### src/rtl/bus_arbiter_if.sv
// Bundles both requester views (F, L) and the shared downstream bus of bus_arbiter.
// The master modport is the arbiter's side; slave is the requesters' and device's side.
interface bus_arbiter_if #(
  parameter int ADDR_WIDTH = 32,
  parameter int DATA_WIDTH = 32
);
  logic                  f_start;
  logic [ADDR_WIDTH-1:0] f_address;
  logic                  f_write;
  logic [DATA_WIDTH-1:0] f_write_data;
  logic                  f_available;
  logic                  f_ready;
  logic                  f_response;
  logic [DATA_WIDTH-1:0] f_read_data;

  logic                  l_start;
  logic [ADDR_WIDTH-1:0] l_address;
  logic                  l_write;
  logic [DATA_WIDTH-1:0] l_write_data;
  logic                  l_available;
  logic                  l_ready;
  logic                  l_response;
  logic [DATA_WIDTH-1:0] l_read_data;

  logic                  m_start;
  logic [ADDR_WIDTH-1:0] m_address;
  logic                  m_write;
  logic [DATA_WIDTH-1:0] m_write_data;
  logic                  m_ready;
  logic                  m_response;
  logic [DATA_WIDTH-1:0] m_read_data;

  modport master (
    input  f_start, f_address, f_write, f_write_data,
    output f_available, f_ready, f_response, f_read_data,
    input  l_start, l_address, l_write, l_write_data,
    output l_available, l_ready, l_response, l_read_data,
    output m_start, m_address, m_write, m_write_data,
    input  m_ready, m_response, m_read_data
  );

  modport slave (
    output f_start, f_address, f_write, f_write_data,
    input  f_available, f_ready, f_response, f_read_data,
    output l_start, l_address, l_write, l_write_data,
    input  l_available, l_ready, l_response, l_read_data,
    input  m_start, m_address, m_write, m_write_data,
    output m_ready, m_response, m_read_data
  );
endinterface

### src/rtl/bus_arbiter.sv
// Shares one downstream bus between fetch (F) and load/store (L), with a hung-transfer watchdog.
// Define BUS_ARB_ROUND_ROBIN_EN for two-way round-robin; otherwise fixed priority, L over F.
module bus_arbiter #(
  parameter int ADDR_WIDTH     = 32,
  parameter int DATA_WIDTH     = 32,
  parameter int TIMEOUT_CYCLES = 255
) (
  input  logic          clock,
  input  logic          reset,
  bus_arbiter_if.master bus_if
);
  typedef enum logic {ST_IDLE, ST_BUSY} state_e;
  typedef enum logic {OWN_F, OWN_L} owner_e;

  state_e                state_q, state_d;
  owner_e                owner_q, owner_d;
  owner_e                winner;
  logic                  issued_q, issued_d;
  logic                  m_start_q, m_start_d;
  logic [ADDR_WIDTH-1:0] m_address_q, m_address_d;
  logic                  m_write_q, m_write_d;
  logic [DATA_WIDTH-1:0] m_write_data_q, m_write_data_d;
  logic                  grant, done, timeout_hit;
  logic                  wd_clear, wd_tick, wd_expired;

  assign grant       = (state_q == ST_IDLE) && bus_if.m_ready && (bus_if.f_start || bus_if.l_start);
  assign done        = (state_q == ST_BUSY) && issued_q && bus_if.m_ready;
  assign timeout_hit = (state_q == ST_BUSY) && issued_q && !bus_if.m_ready && wd_expired;

`ifdef BUS_ARB_ROUND_ROBIN_EN
  owner_e rr_q, rr_d;

  // Pointer names the preferred port on a tie and moves to the loser on every grant.
  always_comb begin
    if (bus_if.f_start && bus_if.l_start) winner = rr_q;
    else                                  winner = bus_if.l_start ? OWN_L : OWN_F;
    rr_d = rr_q;
    if (grant) rr_d = (winner == OWN_F) ? OWN_L : OWN_F;
  end

  always_ff @(posedge clock) begin
    if (reset) rr_q <= OWN_F;
    else       rr_q <= rr_d;
  end
`else
  assign winner = bus_if.l_start ? OWN_L : OWN_F;
`endif

  generate
    if (TIMEOUT_CYCLES > 0) begin : g_wd
      localparam int WD_W = $clog2(TIMEOUT_CYCLES + 1);
      logic [WD_W-1:0] wd_q, wd_d;

      always_comb begin
        wd_d = wd_q;
        if (wd_clear)     wd_d = '0;
        else if (wd_tick) wd_d = wd_q + WD_W'(1);
      end

      always_ff @(posedge clock) begin
        if (reset) wd_q <= '0;
        else       wd_q <= wd_d;
      end

      assign wd_expired = (wd_q == WD_W'(TIMEOUT_CYCLES));
    end else begin : g_no_wd
      logic unused_wd;
      assign unused_wd  = wd_clear ^ wd_tick;
      assign wd_expired = 1'b0;
    end
  endgenerate

  always_comb begin
    state_d        = state_q;
    owner_d        = owner_q;
    issued_d       = issued_q;
    m_start_d      = m_start_q;
    m_address_d    = m_address_q;
    m_write_d      = m_write_q;
    m_write_data_d = m_write_data_q;
    wd_clear       = 1'b0;
    wd_tick        = 1'b0;
    case (state_q)
      ST_IDLE: begin
        if (grant) begin
          state_d   = ST_BUSY;
          owner_d   = winner;
          issued_d  = 1'b0;
          wd_clear  = 1'b1;
          m_start_d = 1'b1;
          if (winner == OWN_L) begin
            m_address_d    = bus_if.l_address;
            m_write_d      = bus_if.l_write;
            m_write_data_d = bus_if.l_write_data;
          end else begin
            m_address_d    = bus_if.f_address;
            m_write_d      = bus_if.f_write;
            m_write_data_d = bus_if.f_write_data;
          end
        end
      end
      ST_BUSY: begin
        // The issue cycle ignores m_ready: the device may still show the previous ready.
        issued_d = 1'b1;
        if (done || timeout_hit) begin
          state_d   = ST_IDLE;
          m_start_d = 1'b0;
        end else begin
          wd_tick = 1'b1;
        end
      end
    endcase
  end

  always_comb begin
    bus_if.f_available = 1'b0;
    bus_if.f_ready     = 1'b0;
    bus_if.f_response  = 1'b0;
    bus_if.f_read_data = '0;
    bus_if.l_available = 1'b0;
    bus_if.l_ready     = 1'b0;
    bus_if.l_response  = 1'b0;
    bus_if.l_read_data = '0;
    if (state_q == ST_IDLE) begin
      bus_if.f_available = 1'b1;
      bus_if.l_available = 1'b1;
      bus_if.f_ready     = bus_if.m_ready;
      bus_if.l_ready     = bus_if.m_ready;
    end else if (issued_q) begin
      if (owner_q == OWN_F) begin
        bus_if.f_ready     = bus_if.m_ready | timeout_hit;
        bus_if.f_response  = bus_if.m_response | timeout_hit;
        bus_if.f_read_data = timeout_hit ? '0 : bus_if.m_read_data;
      end else begin
        bus_if.l_ready     = bus_if.m_ready | timeout_hit;
        bus_if.l_response  = bus_if.m_response | timeout_hit;
        bus_if.l_read_data = timeout_hit ? '0 : bus_if.m_read_data;
      end
    end
  end

  assign bus_if.m_start      = m_start_q;
  assign bus_if.m_address    = m_address_q;
  assign bus_if.m_write      = m_write_q;
  assign bus_if.m_write_data = m_write_data_q;

  always_ff @(posedge clock) begin
    if (reset) begin
      state_q        <= ST_IDLE;
      owner_q        <= OWN_F;
      issued_q       <= 1'b0;
      m_start_q      <= 1'b0;
      m_address_q    <= '0;
      m_write_q      <= 1'b0;
      m_write_data_q <= '0;
    end else begin
      state_q        <= state_d;
      owner_q        <= owner_d;
      issued_q       <= issued_d;
      m_start_q      <= m_start_d;
      m_address_q    <= m_address_d;
      m_write_q      <= m_write_d;
      m_write_data_q <= m_write_data_d;
    end
  end
endmodule
### src/flat_wrapper.sv
// flat-port wrapper written by rule: the top's interface ports become plain ports
module bus_arbiter_flat 
#(
  parameter int ADDR_WIDTH     = 32,
  parameter int DATA_WIDTH     = 32,
  parameter int TIMEOUT_CYCLES = 255
)
  (clock, reset, bus_if_f_start, bus_if_f_address, bus_if_f_write, bus_if_f_write_data, bus_if_f_available, bus_if_f_ready, bus_if_f_response, bus_if_f_read_data, bus_if_l_start, bus_if_l_address, bus_if_l_write, bus_if_l_write_data, bus_if_l_available, bus_if_l_ready, bus_if_l_response, bus_if_l_read_data, bus_if_m_start, bus_if_m_address, bus_if_m_write, bus_if_m_write_data, bus_if_m_ready, bus_if_m_response, bus_if_m_read_data);
  bus_arbiter_if #(.ADDR_WIDTH(ADDR_WIDTH), .DATA_WIDTH(DATA_WIDTH)) bus_if_i ();
  input  logic clock;
  input  logic reset;
  input wire logic [$bits(bus_if_i.f_start)-1:0] bus_if_f_start;
  input wire logic [$bits(bus_if_i.f_address)-1:0] bus_if_f_address;
  input wire logic [$bits(bus_if_i.f_write)-1:0] bus_if_f_write;
  input wire logic [$bits(bus_if_i.f_write_data)-1:0] bus_if_f_write_data;
  output wire logic [$bits(bus_if_i.f_available)-1:0] bus_if_f_available;
  output wire logic [$bits(bus_if_i.f_ready)-1:0] bus_if_f_ready;
  output wire logic [$bits(bus_if_i.f_response)-1:0] bus_if_f_response;
  output wire logic [$bits(bus_if_i.f_read_data)-1:0] bus_if_f_read_data;
  input wire logic [$bits(bus_if_i.l_start)-1:0] bus_if_l_start;
  input wire logic [$bits(bus_if_i.l_address)-1:0] bus_if_l_address;
  input wire logic [$bits(bus_if_i.l_write)-1:0] bus_if_l_write;
  input wire logic [$bits(bus_if_i.l_write_data)-1:0] bus_if_l_write_data;
  output wire logic [$bits(bus_if_i.l_available)-1:0] bus_if_l_available;
  output wire logic [$bits(bus_if_i.l_ready)-1:0] bus_if_l_ready;
  output wire logic [$bits(bus_if_i.l_response)-1:0] bus_if_l_response;
  output wire logic [$bits(bus_if_i.l_read_data)-1:0] bus_if_l_read_data;
  output wire logic [$bits(bus_if_i.m_start)-1:0] bus_if_m_start;
  output wire logic [$bits(bus_if_i.m_address)-1:0] bus_if_m_address;
  output wire logic [$bits(bus_if_i.m_write)-1:0] bus_if_m_write;
  output wire logic [$bits(bus_if_i.m_write_data)-1:0] bus_if_m_write_data;
  input wire logic [$bits(bus_if_i.m_ready)-1:0] bus_if_m_ready;
  input wire logic [$bits(bus_if_i.m_response)-1:0] bus_if_m_response;
  input wire logic [$bits(bus_if_i.m_read_data)-1:0] bus_if_m_read_data;
  assign bus_if_i.f_start = bus_if_f_start;
  assign bus_if_i.f_address = bus_if_f_address;
  assign bus_if_i.f_write = bus_if_f_write;
  assign bus_if_i.f_write_data = bus_if_f_write_data;
  assign bus_if_f_available = bus_if_i.f_available;
  assign bus_if_f_ready = bus_if_i.f_ready;
  assign bus_if_f_response = bus_if_i.f_response;
  assign bus_if_f_read_data = bus_if_i.f_read_data;
  assign bus_if_i.l_start = bus_if_l_start;
  assign bus_if_i.l_address = bus_if_l_address;
  assign bus_if_i.l_write = bus_if_l_write;
  assign bus_if_i.l_write_data = bus_if_l_write_data;
  assign bus_if_l_available = bus_if_i.l_available;
  assign bus_if_l_ready = bus_if_i.l_ready;
  assign bus_if_l_response = bus_if_i.l_response;
  assign bus_if_l_read_data = bus_if_i.l_read_data;
  assign bus_if_m_start = bus_if_i.m_start;
  assign bus_if_m_address = bus_if_i.m_address;
  assign bus_if_m_write = bus_if_i.m_write;
  assign bus_if_m_write_data = bus_if_i.m_write_data;
  assign bus_if_i.m_ready = bus_if_m_ready;
  assign bus_if_i.m_response = bus_if_m_response;
  assign bus_if_i.m_read_data = bus_if_m_read_data;
  bus_arbiter #(.ADDR_WIDTH(ADDR_WIDTH), .DATA_WIDTH(DATA_WIDTH), .TIMEOUT_CYCLES(TIMEOUT_CYCLES)) u_core (.clock(clock), .reset(reset), .bus_if(bus_if_i));
endmodule
### config.mk
export PLATFORM = sky130hd
export DESIGN_NAME = bus_arbiter_flat
export DESIGN_NICKNAME = d
export VERILOG_FILES = /design/src/rtl/bus_arbiter_if.sv /design/src/rtl/bus_arbiter.sv /design/src/flat_wrapper.sv
export SDC_FILE = /design/constraint.sdc
export NUM_CORES = 1
export LEC_CHECK = 0
export ABC_CLOCK_PERIOD_IN_PS = 2000
export BUFFER_PORTS_ARGS = -buffer_cell sky130_fd_sc_hd__buf_2
export CAP_MARGIN = 5
export CORE_AREA = 2 2 118 120
export CTS_CLUSTER_SIZE = 25
export DETAILED_ROUTE_END_ITERATION = 8
export DIE_AREA = 0 0 120 122
export PLACE_DENSITY = 0.6
export SLEW_MARGIN = 40
export SYNTH_ARGS = -nofsm -noshare
export SYNTH_HDL_FRONTEND = slang
export SYNTH_SLANG_ARGS = --single-unit
### constraint.sdc
create_clock -name clock -period 2 [get_ports clock]
set_input_delay 0.3 -clock clock [delete_from_list [all_inputs] [get_ports clock]]
set_output_delay 0.3 -clock clock [all_outputs]
set_load 0.02 [all_outputs]
==> results.py <==
metrics = {
    "die": {
        "initial_utilization": 0.297,
        "die_y_um": 122,
        "die_width_um": 120,
        "pin_count": 304,
        "core_area_um2": 13500,
        "die-area_um2": 14600,
        "rows": 43,
    },
    "timing": {
        "worst_slew_pin_slew_ns": 0.596,
        "max_freq_mhz": 480,
        "maxSlewHeadroom": 0.603,
        "min_period_ns": 2.08,
        "final-hold-violation-count": 0,
        "period_share": 1.04,
        "rsz0062_at_grt": "yes",
        "tns_ns": -3.01,
        "setup_violations": 63,
        "setup_slack_ns": -0.0823,
        "finalClockSkew_ns": 0.00539,
        "drv_slew": 0,
    },
    "synth": {
        "syn_area_per_cell_um2": 9.12,
        "synth_compound_area_frac": 0.177,
        "ys_types": 35,
        "ys_ff_latch": 77,
        "yosys.area_share.simple": 0.210,
        "synthMuxAreaShare": 0.167,
        "syn_area_um2": 4010,
        "synth_flop_cell": "dfxtp_1",
        "synth_area_leader_cell": "dfxtp_1",
        "synth-seq-area-share": 0.384,
        "synth_top_family_by_area": "simple AND/OR/NAND/NOR gates",
        "syn_inst": 440,
        "ys_warn_count": 0,
        "synth_area_leaders": "dfxtp_1 38%, mux2i_1 16%, and2_1 10%, a211oi_1 8.4%, nor2_1 7.7%",
        "syn-num-nets": 609,
        "synth_top_area_frac": 0.384,
        "synthXorXnorAreaFrac": 0.00655,
        "async_reset_ff_frac": 0,
        "synth-edff-count": 0,
        "synth-adder-area-share": 0.00312,
    },
    "detailed_routing": {
        "drt-pass1-iter-count": 4,
        "routed_wl_um": 14000,
        "vias": 4377,
        "drc": 0,
        "wire_per_inst_um": 14.9,
        "drtIter0Drc": 161,
        "routed_via_density": 4.65,
        "postRouteAntennaNets": 0,
    },
    "global_routing": {
        "grt_pass1_vias": 4148,
        "groute.usage.overall": 0.180,
        "antenna_found_initial": 6,
        "grt_start_max_net_pins": 103,
        "grt_pass1_wl_um": 20700,
        "overflow": 0,
    },
    "power_and_ir_drop": {
        "clockPowerShare": 0.375,
        "switchingPower_mw": 1.29,
        "p_sw_frac": 0.295,
        "seq_power_share": 0.395,
        "combPwrFrac": 0.230,
        "p_leak_nw": 3.32,
        "cellInternalPower_mw": 3.08,
        "ir_worst_vdd_mv": 0.326,
        "total_power_mw": 4.37,
        "pwr_density_cell_nw_per_um2": 660,
    },
    "setup_path": {
        "crit-reg2reg-capture": "u_core.bus_if.m_address[10]",
        "worst-path-max-fanout": 8,
        "crit_type": "reg2out",
        "crit_slowest_cell": "dfxtp_2",
        "cp.required_ns": 1.70,
        "cp_cell_sequence": "ha_4, nand3_4, nor3_4, buf_4, nor3_4, buf_4, and2_1, buf_2",
        "cp.depth": 8,
        "crit_family": "buffers and inverters",
        "cp-endpoint": "bus_if_f_read_data[9]",
        "cp-startpoint": "u_core.g_wd.wd_q[0]",
        "endpoint_kind": "output port",
        "reg2reg_slack_ns": 0.19,
        "rr_startpoint": "u_core.state_q",
        "critical_path_buf_inv_count": 3,
        "r2r_cells": 6,
        "cp-start-kind": "register",
        "cp.arrival_ns": 1.78,
        "cp_slowest_stage_delay_ns": 0.33,
    },
    "place": {
        "place_area_um2": 5750,
        "gp_congestion": 0.949,
        "portBuffers": 303,
        "dp_hpwl_um": 10200,
        "dpl_worst_slack_ns": -0.179,
    },
    "min_path": {
        "min_path_type": "in2reg",
    },
    "outcome": {
        "violations": "setup timing",
        "outcome": "finished with violations",
    },
    "final_layout": {
        "final_util": 0.490,
        "fin_nets": 920,
        "finish.instance_area_um2": 6620,
        "final_layout_size_suffix_gt1_frac": 0.567,
        "syn_to_final_growth_pct": 65.0,
    },
    "clock_tree": {
        "clkTransAtPathRegs_ns": 0.06,
        "cts_sinks": 77,
        "cts_tree": "built",
        "htreeDepth": 3,
        "cts_buffers": 9,
        "clk_latency_ns": 0.33,
        "clockBufferDepth": 2,
        "holdBufCountCts": 0,
        "cts_root_buffer": "clkbuf_16",
    },
    "job": {
        "drv_cap": 0,
    },
}
-- layer usage --
| metal | global-route usage | vias to the layer above | part of all wire |
|---|---|---|---|
| met5 | 0 | - | 0.00078 |
| met4 | 0.0971 | 2 | 0.035 |
| met3 | 0.0431 | 30 | 0.071 |
| met2 | 0.338 | 194 | 0.52 |
| met1 | 0.185 | 1963 | 0.37 |
| li1 | - | 2188 | - |
-- per-stage QoR --
step / hold slack [ns] / instances
after floorplan: 0.472 / 440
after global placement: 0.484 / 905
after detailed placement: 0.492 / 905
after CTS: 0.292 / 933
after global routing: 0.301 / 940
final: 0.306 / 941
-- layout make-up --
cell class / count / area, um2
fillers: 1252 / 6880
inverters: 3 / 11.3
repair buffers: 335 / 2060
clock inverters: 6 / 62.6
well taps: 180 / 225
clock buffers: 10 / 239
multi-input cells: 325 / 2470
diodes: 5 / 12.5
flip-flops and latches: 77 / 1550
-- synth_stat cells, types with 2 or more instances --
cell,n
nand3_1,2
o211ai_1,2
nor2_1,82
a211oi_2,20
and3_1,2
inv_1,3
nand2_1,5
a21oi_1,7
a211oi_1,45
mux2i_1,66
buf_4,5
clkbuf_1,9
xor2_1,3
dfxtp_1,77
nor3_2,2
and2_1,64
or3_1,2
buf_2,22
nand4_1,2
o21ai_0,5
-- kinds of logic (layout without fill, tap and decap cells) --
kind of cell    after synthesis  in the layout
flops                        77             77
compound gates               84             84
mux                          67             67
other cells                   0              5
buf+inv                      41            354
xor+xnor                      3              3
fa+ha+maj                     1              1
simple gates                167            170
-- worst register-to-register path, stage by stage, from the launching register on --
cell,delay (ns)
dfxtp_1,0.35
buf_4,0.18
nand2b_2,0.24
nor2_4,0.16
buf_12,0.34
nor2_1,0.18
a211oi_1,0.26
-- repair_timing --
action / in CTS / in global routing
cloned: 3 / 0
setup endpoints to repair: 66 / 67
resized for setup: 94 / 40
pin swaps: 22 / 24
setup buffers: 9 / 4
-- cell usage in the layout, fill, tap and decap left out, types with 6 or more instances in the layout --
cell type,Yosys,layout
buf_6,1,39
dfxtp_1,77,74
nor2_1,82,77
a211oi_1,45,45
nor2_4,0,6
and2_1,64,29
a211oi_2,20,20
mux2i_1,66,66
and2_4,0,35
buf_4,5,30
a21oi_1,7,6
clkbuf_16,0,9
buf_2,22,262
-- registers in the layout, summed over array words and instances, names as in the netlist --
register	flops
u_core.bus_if.m_write	1
u_core.bus_if.m_address	32
u_core.g_wd.wd_q	8
u_core.owner_q	1
u_core.bus_if.m_write_data	32
u_core.issued_q	1
u_core.bus_if.m_start	1
u_core.state_q	1
-- power by group through the flow --
stage          logic, mW  registers [mW]  clock network [mW]
2_1_floorplan      0.437            1.91                   0
3_3_place_gp       0.971            1.75                   0
3_5_place_dp       0.990            1.76                   0
4_1_cts             1.00            1.73                1.69
5_1_grt             1.09            1.74                1.76
6_report            1.01            1.73                1.64
-- worst min path at each step --
| stage | cells after the start | end | start |
|---|---|---|---|
| after floorplan | 2 | u_core.g_wd.wd_q[7] | u_core.g_wd.wd_q[7] |
| after global placement | 2 | u_core.bus_if.m_write_data[0] | u_core.bus_if.m_write_data[0] |
| after detailed placement | 2 | u_core.bus_if.m_address[28] | u_core.bus_if.m_address[28] |
| after CTS | 3 | u_core.bus_if.m_address[28] | bus_if_f_address[28] |
| after global routing | 3 | u_core.bus_if.m_address[14] | bus_if_f_address[14] |
| final | 3 | u_core.bus_if.m_write_data[1] | bus_if_f_write_data[1] |
Note: power is estimated with default switching activity, not from simulation.
